===== config.mk =====
export PLATFORM = sky130hd
export DESIGN_NAME = mem_arbiter
export DESIGN_NICKNAME = d
export VERILOG_FILES = /design/src/rtl/mem_arbiter.sv
export SDC_FILE = /design/constraint.sdc
export NUM_CORES = 1
export LEC_CHECK = 0
export ABC_AREA = 1
export CORE_MARGIN = 2
export CORE_UTILIZATION = 42
export DETAILED_ROUTE_END_ITERATION = 8
export PLACE_DENSITY = 0.76
export REMOVE_ABC_BUFFERS = 1
export SLEW_MARGIN = 20
export SYNTH_ARGS = -nofsm -noshare
export SYNTH_HDL_FRONTEND = slang
export SYNTH_SLANG_ARGS = --single-unit

===== constraint.sdc =====
create_clock -name ph1 -period 5.9 [get_ports ph1]
set_clock_uncertainty 0.15 [all_clocks]
set_input_delay 1.18 -clock ph1 [delete_from_list [all_inputs] [get_ports ph1]]
set_output_delay 1.18 -clock ph1 [all_outputs]
set_load 0.05 [all_outputs]

===== src/rtl/mem_arbiter.sv =====
// Shares the external memory port between instruction refills and data
// refills/writes: round-robin grant, line bursts with a gap cycle, watchdog.
module mem_arbiter #(
  parameter int  LINEWORDS = 4,
  parameter int  TIMEOUT   = 255,
  localparam int IDXW      = $clog2(LINEWORDS)
) (
  input  logic            ph1,
  input  logic            reset,
  input  logic            ireq,
  input  logic [26:0]     iadr,
  output logic [31:0]     irdata,
  output logic            ivalid,
  output logic [IDXW-1:0] iidx,
  output logic            idone,
  input  logic            dreq,
  input  logic            drwb,
  input  logic [26:0]     dadr,
  input  logic [31:0]     dwdata,
  input  logic [3:0]      dbyteen,
  output logic [31:0]     drdata,
  output logic            dvalid,
  output logic [IDXW-1:0] didx,
  output logic            ddone,
  output logic [26:0]     memadr,
  output logic [31:0]     memwdata,
  input  logic [31:0]     memrdata,
  output logic [3:0]      membyteen,
  output logic            memrwb,
  output logic            memen,
  input  logic            memdone,
  output logic            memerr,
  output logic            busy
);

  typedef enum logic [1:0] {S_IDLE, S_ACCESS, S_GAP, S_RELEASE} state_t;

  localparam logic [26:0]     LOWMASK = 27'(LINEWORDS - 1);
  localparam logic [IDXW-1:0] LASTIDX = IDXW'(LINEWORDS - 1);
  localparam logic [7:0]      TOLAST  = 8'(TIMEOUT - 1);

  state_t          state_q, state_d;
  logic            sideData_q, sideData_d;
  logic            lastData_q, lastData_d;
  logic [26:0]     base_q, base_d;
  logic [IDXW-1:0] idx_q, idx_d;
  logic [7:0]      cnt_q, cnt_d;
  logic [26:0]     memadr_q, memadr_d;
  logic [31:0]     memwdata_q, memwdata_d;
  logic [3:0]      membyteen_q, membyteen_d;
  logic            memrwb_q, memrwb_d;
  logic            memen_q, memen_d;
  logic [31:0]     irdata_q, irdata_d, drdata_q, drdata_d;
  logic [IDXW-1:0] iidx_q, iidx_d, didx_q, didx_d;
  logic            ivalid_q, ivalid_d, dvalid_q, dvalid_d;
  logic            idone_q, idone_d, ddone_q, ddone_d;
  logic            memerr_q, memerr_d;
  logic            busy_q, busy_d;
  logic            grantData, reqRwb;
  logic [26:0]     reqAdr;

  // Every output comes straight from a register; reset drops any burst in flight.
  always_ff @(posedge ph1 or posedge reset) begin
    if (reset) begin
      state_q     <= S_IDLE;
      sideData_q  <= 1'b0;
      lastData_q  <= 1'b0;
      base_q      <= '0;
      idx_q       <= '0;
      cnt_q       <= '0;
      memadr_q    <= '0;
      memwdata_q  <= '0;
      membyteen_q <= '0;
      memrwb_q    <= 1'b1;
      memen_q     <= 1'b0;
      irdata_q    <= '0;
      drdata_q    <= '0;
      iidx_q      <= '0;
      didx_q      <= '0;
      ivalid_q    <= 1'b0;
      dvalid_q    <= 1'b0;
      idone_q     <= 1'b0;
      ddone_q     <= 1'b0;
      memerr_q    <= 1'b0;
      busy_q      <= 1'b0;
    end else begin
      state_q     <= state_d;
      sideData_q  <= sideData_d;
      lastData_q  <= lastData_d;
      base_q      <= base_d;
      idx_q       <= idx_d;
      cnt_q       <= cnt_d;
      memadr_q    <= memadr_d;
      memwdata_q  <= memwdata_d;
      membyteen_q <= membyteen_d;
      memrwb_q    <= memrwb_d;
      memen_q     <= memen_d;
      irdata_q    <= irdata_d;
      drdata_q    <= drdata_d;
      iidx_q      <= iidx_d;
      didx_q      <= didx_d;
      ivalid_q    <= ivalid_d;
      dvalid_q    <= dvalid_d;
      idone_q     <= idone_d;
      ddone_q     <= ddone_d;
      memerr_q    <= memerr_d;
      busy_q      <= busy_d;
    end
  end

  // On a tie the side that was not served last wins.
  always_comb begin
    state_d     = state_q;
    sideData_d  = sideData_q;
    lastData_d  = lastData_q;
    base_d      = base_q;
    idx_d       = idx_q;
    cnt_d       = cnt_q;
    memadr_d    = memadr_q;
    memwdata_d  = memwdata_q;
    membyteen_d = membyteen_q;
    memrwb_d    = memrwb_q;
    memen_d     = 1'b0;
    irdata_d    = irdata_q;
    drdata_d    = drdata_q;
    iidx_d      = iidx_q;
    didx_d      = didx_q;
    ivalid_d    = 1'b0;
    dvalid_d    = 1'b0;
    idone_d     = 1'b0;
    ddone_d     = 1'b0;
    memerr_d    = memerr_q;
    grantData   = dreq && (!ireq || !lastData_q);
    reqRwb      = grantData ? drwb : 1'b1;
    reqAdr      = grantData ? dadr : iadr;

    case (state_q)
      S_IDLE: begin
        if (ireq || dreq) begin
          sideData_d  = grantData;
          lastData_d  = grantData;
          base_d      = reqRwb ? (reqAdr & ~LOWMASK) : reqAdr;
          idx_d       = '0;
          cnt_d       = '0;
          memadr_d    = base_d;
          memrwb_d    = reqRwb;
          membyteen_d = reqRwb ? 4'b1111 : dbyteen;
          memwdata_d  = grantData ? dwdata : memwdata_q;
          memen_d     = 1'b1;
          state_d     = S_ACCESS;
        end
      end
      S_ACCESS: begin
        if (memdone) begin
          if (memrwb_q) begin
            if (sideData_q) begin
              drdata_d = memrdata;
              didx_d   = idx_q;
              dvalid_d = 1'b1;
            end else begin
              irdata_d = memrdata;
              iidx_d   = idx_q;
              ivalid_d = 1'b1;
            end
          end
          if (!memrwb_q || idx_q == LASTIDX) begin
            state_d = S_RELEASE;
            idone_d = !sideData_q;
            ddone_d = sideData_q;
          end else begin
            state_d = S_GAP;
          end
        end else if (cnt_q == TOLAST) begin
          state_d  = S_RELEASE;
          memerr_d = 1'b1;
          idone_d  = !sideData_q;
          ddone_d  = sideData_q;
        end else begin
          cnt_d   = cnt_q + 8'd1;
          memen_d = 1'b1;
        end
      end
      // Base is line aligned, so adding the index never leaves the line.
      S_GAP: begin
        idx_d    = idx_q + IDXW'(1);
        memadr_d = base_q + 27'(idx_d);
        cnt_d    = '0;
        memen_d  = 1'b1;
        state_d  = S_ACCESS;
      end
      S_RELEASE: state_d = S_IDLE;
      default:   state_d = S_IDLE;
    endcase

    busy_d = (state_d != S_IDLE);
  end

  assign memadr    = memadr_q;
  assign memwdata  = memwdata_q;
  assign membyteen = membyteen_q;
  assign memrwb    = memrwb_q;
  assign memen     = memen_q;
  assign irdata    = irdata_q;
  assign drdata    = drdata_q;
  assign iidx      = iidx_q;
  assign didx      = didx_q;
  assign ivalid    = ivalid_q;
  assign dvalid    = dvalid_q;
  assign idone     = idone_q;
  assign ddone     = ddone_q;
  assign memerr    = memerr_q;
  assign busy      = busy_q;

endmodule


==> results of run 1 <==
==> kinds of logic (layout without fill, tap and decap cells) <==
logic type	count (synthesis)	after routing	share of synthesized area
compound gates	151	151	0.106
xor+xnor	8	8	0.00879
fa+ha+maj	6	6	0.0104
buf+inv	133	397	0.0651
flops	179	179	0.562
simple gates	477	477	0.248
==> placed cells by master, fill, tap and decap left out, types with 7 or more instances in the layout <==
| cell type | Yosys | layout |
|---|---|---|
| xor2_1 | 7 | 7 |
| nand3_1 | 83 | 83 |
| clkbuf_16 | 0 | 17 |
| a21oi_1 | 39 | 39 |
| o21bai_1 | 11 | 11 |
| nor2_1 | 82 | 81 |
| nand2_1 | 286 | 286 |
| o211ai_1 | 16 | 16 |
| or2_2 | 16 | 16 |
| o21ai_0 | 79 | 79 |
| inv_1 | 91 | 89 |
| clkdlybuf4s50_1 | 0 | 264 |
| dfrtp_1 | 178 | 178 |
==> cells in the mapped netlist, drive strengths merged <==
cell    number  share of area
o211ai      16          0.015
xor2         7         0.0077
clkbuf      22          0.010
and3         1        0.00079
o22a         4         0.0044
nand4        2         0.0016
a21oi       39          0.024
inv         94          0.044
nor2        83          0.040
xnor2        1         0.0011
o311ai       1         0.0011
nand3       83          0.052
dfrtp      178           0.56
ha           5         0.0078
o21ai       79          0.050
or2         16          0.013
nor4         1         0.0027
a22o         1         0.0011
dfstp        1         0.0033
buf         17          0.011
nor3         5         0.0031
o21bai      11          0.010
nand2      286           0.13
fa           1         0.0025
==> final timing paths <==
path | slack (ps) | depth (start not counted) | end
worst max-delay path | 2480 | 9 | memwdata[20]$_DFFE_PP0P_
worst min-delay path | 320 | 2 | memwdata[30]$_DFFE_PP0P_
worst max register to register | 3230 | 8 | memwdata[20]$_DFFE_PP0P_
worst min register to register | 320 | 2 | memwdata[30]$_DFFE_PP0P_
max in group asynchronous | 3470 | 3 | base_q[23]$_DFFE_PP0P_
min in group asynchronous | 1110 | 2 | memwdata[0]$_DFFE_PP0P_
==> layer usage <==
metal / GRT usage / up-vias
li1: - / 3544
met5: 0 / -
met1: 0.273 / 3396
met3: 0.0597 / 42
met4: 0.0716 / 0
met2: 0.369 / 269
==> power by group <==
group	switching, mW	internal (mW)	leakage (nW)	total (mW)
clock	0.520	0.605	0.275	1.13
combinational	2.64	1.22	2.85	3.87
sequential	0.354	1.79	2.18	2.14
==> through the flow <==
stage               cells  setup slack, ps
finish               1452             2480
global route         1452             2240
CTS                  1452             2400
detailed placement   1420             1940
global placement     1420             2000
floorplan             915            -1520
==> flip-flops by register name, summed over array words and instances (netlist names), 2 cells and up <==
signal,count
iidx,2
base_q,27
didx,2
state_q,2
memadr,27
irdata,32
idx_q,2
cnt_q,8
drdata,32
membyteen,4
memwdata,32
==> layout make-up <==
| cell class | instances | area, um^2 |
|---|---|---|
| timing repair buffer | 271 | 2710 |
| sequential | 179 | 4480 |
| multi-input combinational | 642 | 2980 |
| clock buffer | 18 | 439 |
| tap | 234 | 293 |
| clock inverter | 14 | 143 |
| inverter | 94 | 358 |
| fill | 1623 | 7240 |
==> worst max-delay path, cell delays in order <==
cell             delay [ps]
clkdlybuf4s50_1         420
nand2_1                  60
nand2_1                  40
buf_4                   220
inv_2                   770
nand2_1                 370
buf_4                   350
nand2_1                  90
nand2_1                  60
==> flow_summary_export.csv, run 1 <==
group,metric,value,unit
pwr,power,7.14,mW
die,io_pins,267,
detailed_routing,via_per_inst,4.99,
die,rows,50,
clock_tree,h-tree-depth,4,
pwr,cellLeakagePower,5.30,nW
clock_tree,clockBufferDepth,2,
setup_path,cp.arrival,3590,ps
timing,timing.final.crit_share,0.580,
placed_design,dp_hpwl,15200,um
clock_tree,path_clk_slew,70,ps
clock_tree,hold_buffers,0,
timing,tns,0,ps
timing,tightestPinTransition,1050,ps
timing,slew_headroom,0.297,
detailed_routing,drt-total-wl,21600,um
layout,layout-drive-gt1-share,0.0534,
pwr,ir_drop,0.231,mV
pwr,power.density,626,nW/um^2
synth,synth.avg_cell_area,8.36,um^2
min_path,hold_start,"memwdata[30]$_DFFE_PP0P_",
layout,syn2layout_area_growth,43.0,%
grt,grt_antenna_before_repair,0,
placed_design,routabilityCongestion,0.826,
detailed_routing,vias,7251,
synth,ys_ff_latch,179,
clock_tree,root_buffer,"clkbuf_16",
timing,slew_violations,0,
placed_design,post_dp_cell_area,10800,um^2
clock_tree,cts_tree,"built",
setup_path,required,6070,ps
clock_tree,clk_latency,430,ps
timing,max_freq,292,MHz
clock_tree,cts_resized,0,
setup_path,startpoint_type,"input port",
die,die_y,142,um
clock_tree,postCtsSetupBuffers,0,
synth,syn_area,7970,um^2
grt,grt_pass1_wl,34800,um
die,core_area,18600,um^2
min_path,min_path_type,"reg -> reg",
setup_path,path_class,"in -> reg",
layout,finish.utilization,0.611,
detailed_routing,wl_met2,10300,um
timing,rsz0062_at_grt,"false",
layout,antenna_cells,0,
detailed_routing,drtAntennaViolNets,0,
status,outcome,"complete, no violations",
clock_tree,cts_buffers,17,
die,die_area,20100,um^2
synth,synth_cell_types,28,
setup_path,r2r-start,"lastData_q$_DFFE_PP0P_",
setup_path,crit_fanout,58,
detailed_routing,wl_per_cell,14.8,um
synth,ys_seq_area_frac,0.562,
grt,grt_start_max_net_pins,98,
detailed_routing,drtIter0Drc,400,
synth,synthCells,954,
die,start_util,0.428,
layout,nNetsFinal,1339,
layout,design_area,11400,um^2
detailed_routing,drc,0,
die,die_width,142,um
grt,gr-total-overflow,0,
timing,fin_hold_ws,320,ps
detailed_routing,met1Wirelength,9200,um
synth,synth_warnings,0,
setup_path,endpoint_kind,"register",
timing,hold_viol_final,0,
placed_design,io_buffers,264,
detailed_routing,met3_length,1540,um
timing,finalSetupViolCount,0,
grt,grt_pass1_vias,7018,
flow_run,drv_cap,0,
clock_tree,clock-sinks,179,
grt,track_usage,0.219,
timing,min_period,3420,ps
detailed_routing,routed.top_layer,"met4",
setup_path,cp-startpoint,"ireq",
detailed_routing,first_pass_iters,5,
Note: power is estimated with default switching activity, not from simulation.
==> run 2: changes to the inputs <==
clock period = 2.95 ns   (was 5.9 ns; I/O delays follow)
==> run 2 against run 1 <==
  * Cell count increased by 0.76%
  * Sequential share of layout area shrank 0.43 points
  * Power is 100% higher
  * Combinational power up 100%
  * Worst hold slack improved by 1.6 ps
  * Critical path type is now reg -> out
==> flow_summary_export.csv, run 2 (synthesized netlist as in run 1, its figures left out) <==
group,metric,value,unit
layout,fillers,1632,
detailed_routing,wl_per_cell,14.9,um
detailed_routing,drt-total-wl,21800,um
placed_design,dp_worst_setup_slack,360,ps
setup_path,path_class,"reg -> out",
layout,nNetsFinal,1351,
die,io_pins,267,
layout,design_area,11500,um^2
die,core_area,18600,um^2
timing,tightestPinTransition,583,ps
clock_tree,postCtsSetupBuffers,0,
timing,finalSetupViolCount,0,
setup_path,r2r_slack,520,ps
grt,grt_start_max_net_pins,71,
setup_path,cp_cell_sequence,"clkdlybuf4s50_1",
setup_path,crit_fanout,3,
layout,final_common_cell,"nand2_1",
timing,tns,0,ps
setup_path,cp.arrival,1790,ps
layout,multi_input_area,2980,um^2
layout,syn2layout_area_growth,44.6,%
layout,antenna_cells,0,
pwr,p_clk_frac,0.152,
clock_tree,cts_tree,"built",
clock_tree,h-tree-depth,4,
clock_tree,clock-sinks,179,
placed_design,dp_hpwl,15900,um
die,die_width,142,um
detailed_routing,drc,0,
flow_run,drv_cap,0,
timing,fin_hold_ws,322,ps
placed_design,io_buffers,264,
grt,grt_antenna_before_repair,0,
pwr,p_seq_frac,0.301,
die,rows,50,
pwr,cellLeakagePower,5.37,nW
die,die_area,20100,um^2
pwr,power.switching,7.04,mW
setup_path,startpoint_type,"register",
layout,final_cell_mix,"nand2_1, clkdlybuf4s50_1, dfrtp_1, inv_1, nand3_1",
timing,slew_headroom,0.610,
timing,fin_ws,424,ps
pwr,combPwrFrac,0.547,
grt,grt_pass1_vias,7154,
placed_design,post_dp_cell_area,11000,um^2
setup_path,required,2210,ps
setup_path,crit_family,"buffers and inverters",
pwr,p_int,7.28,mW
setup_path,endpoint_kind,"output port",
clock_tree,hold_buffers,0,
layout,ff_latch_area,4480,um^2
die,die_y,142,um
grt,gr-total-overflow,0,
timing,timing.final.crit_share,0.856,
timing,rsz0062_at_grt,"false",
pwr,power.density,1240,nW/um^2
layout,finish.utilization,0.618,
setup_path,slowest_stage,"clkdlybuf4s50_1",
clock_tree,root_buffer,"clkbuf_16",
detailed_routing,drtIter0Drc,379,
clock_tree,clk_latency,430,ps
timing,hold_viol_final,0,
detailed_routing,first_pass_iters,4,
setup_path,path_buf_inv,1,
min_path,min_path_type,"reg -> reg",
timing,slew_violations,0,
grt,track_usage,0.222,
detailed_routing,drtAntennaViolNets,0,
clock_tree,path_clk_slew,70,ps
setup_path,critPathMaxStageDelay,810,ps
timing,min_period,2530,ps
clock_tree,cts_buffers,17,
detailed_routing,vias,7248,
layout,layout-drive-gt1-share,0.0618,
placed_design,routabilityCongestion,0.828,
pwr,ir_drop,0.572,mV
pwr,p_sw_frac,0.492,
detailed_routing,via_per_inst,4.95,
clock_tree,clockBufferDepth,2,
timing,max_freq,396,MHz
status,outcome,"complete, no violations",
die,start_util,0.428,
grt,grt_pass1_wl,35700,um
clock_tree,cts_resized,0,
[run 2: through the flow]
step / instances / power, mW
6_report: 1463 / 14.3
5_1_grt: 1463 / 15.2
4_1_cts: 1463 / 14.4
3_5_place_dp: 1432 / 12.2
3_3_place_gp: 1432 / 12.0
2_1_floorplan: 915 / 9.34
[run 2: layout make-up]
class                           count  area share
Clock buffer                       17      0.0369
Clock inverter                     14      0.0113
Inverter                           94      0.0310
Multi-Input combinational cell    642       0.258
Sequential cell                   179       0.389
Tap cell                          234      0.0254
Timing Repair Buffer              283       0.248
[run 2: worst min-delay path, cell delays in order, from the launching register on]
cell     delay (ps)
dfrtp_1         340
nand2_1          50
nand2_1          50
[run 2: worst paths after layout]
path | to | start | depth (start not counted)
setup / recovery | memrwb | memrwb$_DFFE_PP1P_ | 1
hold / removal | memwdata[10]$_DFFE_PP0P_ | memwdata[10]$_DFFE_PP0P_ | 2
setup reg to reg | memadr[21]$_DFFE_PP0P_ | idx_q[1]$_DFFE_PP0P_ | 9
hold reg to reg | memwdata[10]$_DFFE_PP0P_ | memwdata[10]$_DFFE_PP0P_ | 2
max in group asynchronous | memrwb$_DFFE_PP1P_ | reset | 3
min in group asynchronous | memwdata[9]$_DFFE_PP0P_ | reset | 2
[run 2: metal layers]
layer | global-route usage | wire, um | vias to the layer above
met1 | 0.280 | 9080 | 3356
met4 | 0.0821 | 535 | 0
met3 | 0.0553 | 1680 | 42
li1 | - | - | 3581
met2 | 0.372 | 10500 | 269
met5 | 0 | 0 | -
[run 2: power by group through the flow]
stage	registers, mW	clock network, mW	logic [mW]
CTS	4.31	2.22	7.90
global route	4.45	2.32	8.40
detailed placement	4.33	0	7.88
floorplan	7.32	0	2.01
finish	4.31	2.18	7.84
global placement	4.30	0	7.74
==> run 3: changes to the inputs <==
GPL_TIMING_DRIVEN = 0   (was unset)
clock period = 2.11 ns   (was 2.95 ns; I/O delays follow)
==> run 3 against run 2 <==
  * Sequential power increased by 39%
  * Non-clock buffer count increased by 12
  * Count of clock-buffer cells in the layout increased by 3
  * Largest cell class unchanged
==> flow_summary_export.csv, run 3 (synthesized netlist as in run 1, its figures left out) <==
group,metric,value,unit
layout,nNetsFinal,1364,
setup_path,endpoint_kind,"output port",
die,rows,50,
timing,fin_hold_ws,314,ps
timing,slew_violations,0,
die,die_area,20100,um^2
clock_tree,clockBufferDepth,2,
pwr,ir_drop,0.660,mV
clock_tree,cts_tree,"built",
timing,timing.final.crit_share,0.967,
setup_path,crit_fanout,3,
setup_path,path_class,"reg -> out",
pwr,p_int,9.57,mW
timing,slew_headroom,0.579,
detailed_routing,first_pass_iters,4,
timing,hold_viol_final,0,
layout,syn2layout_area_growth,46.5,%
die,core_area,18600,um^2
clock_tree,clk_latency,420,ps
die,io_pins,267,
detailed_routing,drc,0,
layout,final_common_cell,"nand2_1",
status,outcome,"complete, no violations",
detailed_routing,drtAntennaViolNets,0,
clock_tree,root_buffer,"clkbuf_16",
clock_tree,clock-sinks,179,
pwr,p_seq_frac,0.306,
clock_tree,h-tree-depth,4,
clock_tree,cts_buffers,17,
grt,grt_antenna_before_repair,0,
setup_path,slowest_stage,"dfstp_2",
setup_path,cp_cell_sequence,"clkdlybuf4s15_1",
detailed_routing,via_per_inst,4.99,
layout,antenna_cells,0,
pwr,combPwrFrac,0.534,
setup_path,startpoint_type,"register",
pwr,power.switching,9.98,mW
timing,tightestPinTransition,631,ps
detailed_routing,drt-total-wl,22600,um
timing,min_period,2040,ps
die,start_util,0.428,
placed_design,dp_hpwl,16200,um
timing,max_freq,490,MHz
setup_path,crit_family,"flip-flops",
setup_path,critPathMaxStageDelay,550,ps
grt,grt_start_max_net_pins,95,
pwr,p_sw_frac,0.510,
layout,layout-drive-gt1-share,0.0949,
detailed_routing,vias,7377,
placed_design,io_buffers,264,
setup_path,required,1540,ps
layout,final_cell_mix,"nand2_1, dfrtp_1, dlygate4sd2_1, clkdlybuf4s50_1, inv_1",
min_path,min_path_type,"reg -> reg",
flow_run,drv_cap,0,
setup_path,path_buf_inv,1,
grt,grt_pass1_wl,36300,um
placed_design,routabilityCongestion,0.826,
grt,track_usage,0.227,
timing,fin_ws,70.5,ps
setup_path,cp.arrival,1470,ps
detailed_routing,wl_per_cell,15.3,um
layout,fillers,1620,
grt,gr-total-overflow,0,
detailed_routing,drtIter0Drc,418,
placed_design,dp_worst_setup_slack,-1560,ps
pwr,cellLeakagePower,5.76,nW
pwr,p_clk_frac,0.160,
timing,tns,0,ps
grt,grt_pass1_vias,7391,
timing,finalSetupViolCount,0,
clock_tree,path_clk_slew,70,ps
pwr,power,19.6,mW
pwr,power.density,1680,nW/um^2
die,die_y,142,um
timing,rsz0062_at_grt,"true",
die,die_width,142,um
-- run 3: power by group through the flow --
stage	Combinational [mW]	Clock (mW)	Sequential [mW]
global placement	10.5	0	5.96
global route	11.2	3.33	6.17
CTS	10.4	3.17	5.96
floorplan	2.75	0	10.2
finish	10.5	3.12	5.98
detailed placement	11.0	0	6.04
-- run 3: layout make-up --
| cell class | instances | area, um^2 | share of cell area |
|---|---|---|---|
| clock buffers | 20 | 457 | 0.0391 |
| clock inverters | 12 | 123 | 0.0105 |
| inverters | 94 | 378 | 0.0324 |
| multi-input cells | 643 | 3160 | 0.271 |
| flip-flops and latches | 179 | 4480 | 0.384 |
| well taps | 234 | 293 | 0.0251 |
| repair buffers | 295 | 2780 | 0.238 |
-- run 3: through the flow --
step | cell area (um^2) | instances | util
4_1_cts | 11500 | 1471 | 0.617
3_5_place_dp | 10900 | 1429 | 0.587
5_1_grt | 11700 | 1477 | 0.626
2_1_floorplan | 7800 | 915 | -
6_report | 11700 | 1477 | 0.626
3_3_place_gp | 10700 | 1413 | 0.576
-- run 3: final timing paths --
check,slack [ps],depth (start not counted),start,to
max,70,1,memrwb$_DFFE_PP1P_,memrwb
min,310,2,memwdata[30]$_DFFE_PP0P_,memwdata[30]$_DFFE_PP0P_
max reg2reg,70,8,idx_q[1]$_DFFE_PP0P_,memadr[7]$_DFFE_PP0P_
min reg2reg,310,2,memwdata[30]$_DFFE_PP0P_,memwdata[30]$_DFFE_PP0P_
max in group asynchronous,590,3,reset,memrwb$_DFFE_PP1P_
min in group asynchronous,320,2,reset,memwdata[0]$_DFFE_PP0P_
-- run 3: what timing repair did --
action                                  CTS  global route
endpoints found under the setup margin  273            34
setup buffers                             9             6
gates resized for setup                 162            33
pin swaps                                 5            10
hold buffers                              0             0
gates cloned                              1             0
-- run 3: routing by layer --
layer / share of wire / vias to the layer above / GRT usage
met5: 0 / - / 0
met4: 0.033 / 0 / 0.0889
met3: 0.066 / 55 / 0.0516
met2: 0.49 / 271 / 0.400
met1: 0.41 / 3450 / 0.269
li1: - / 3601 / -
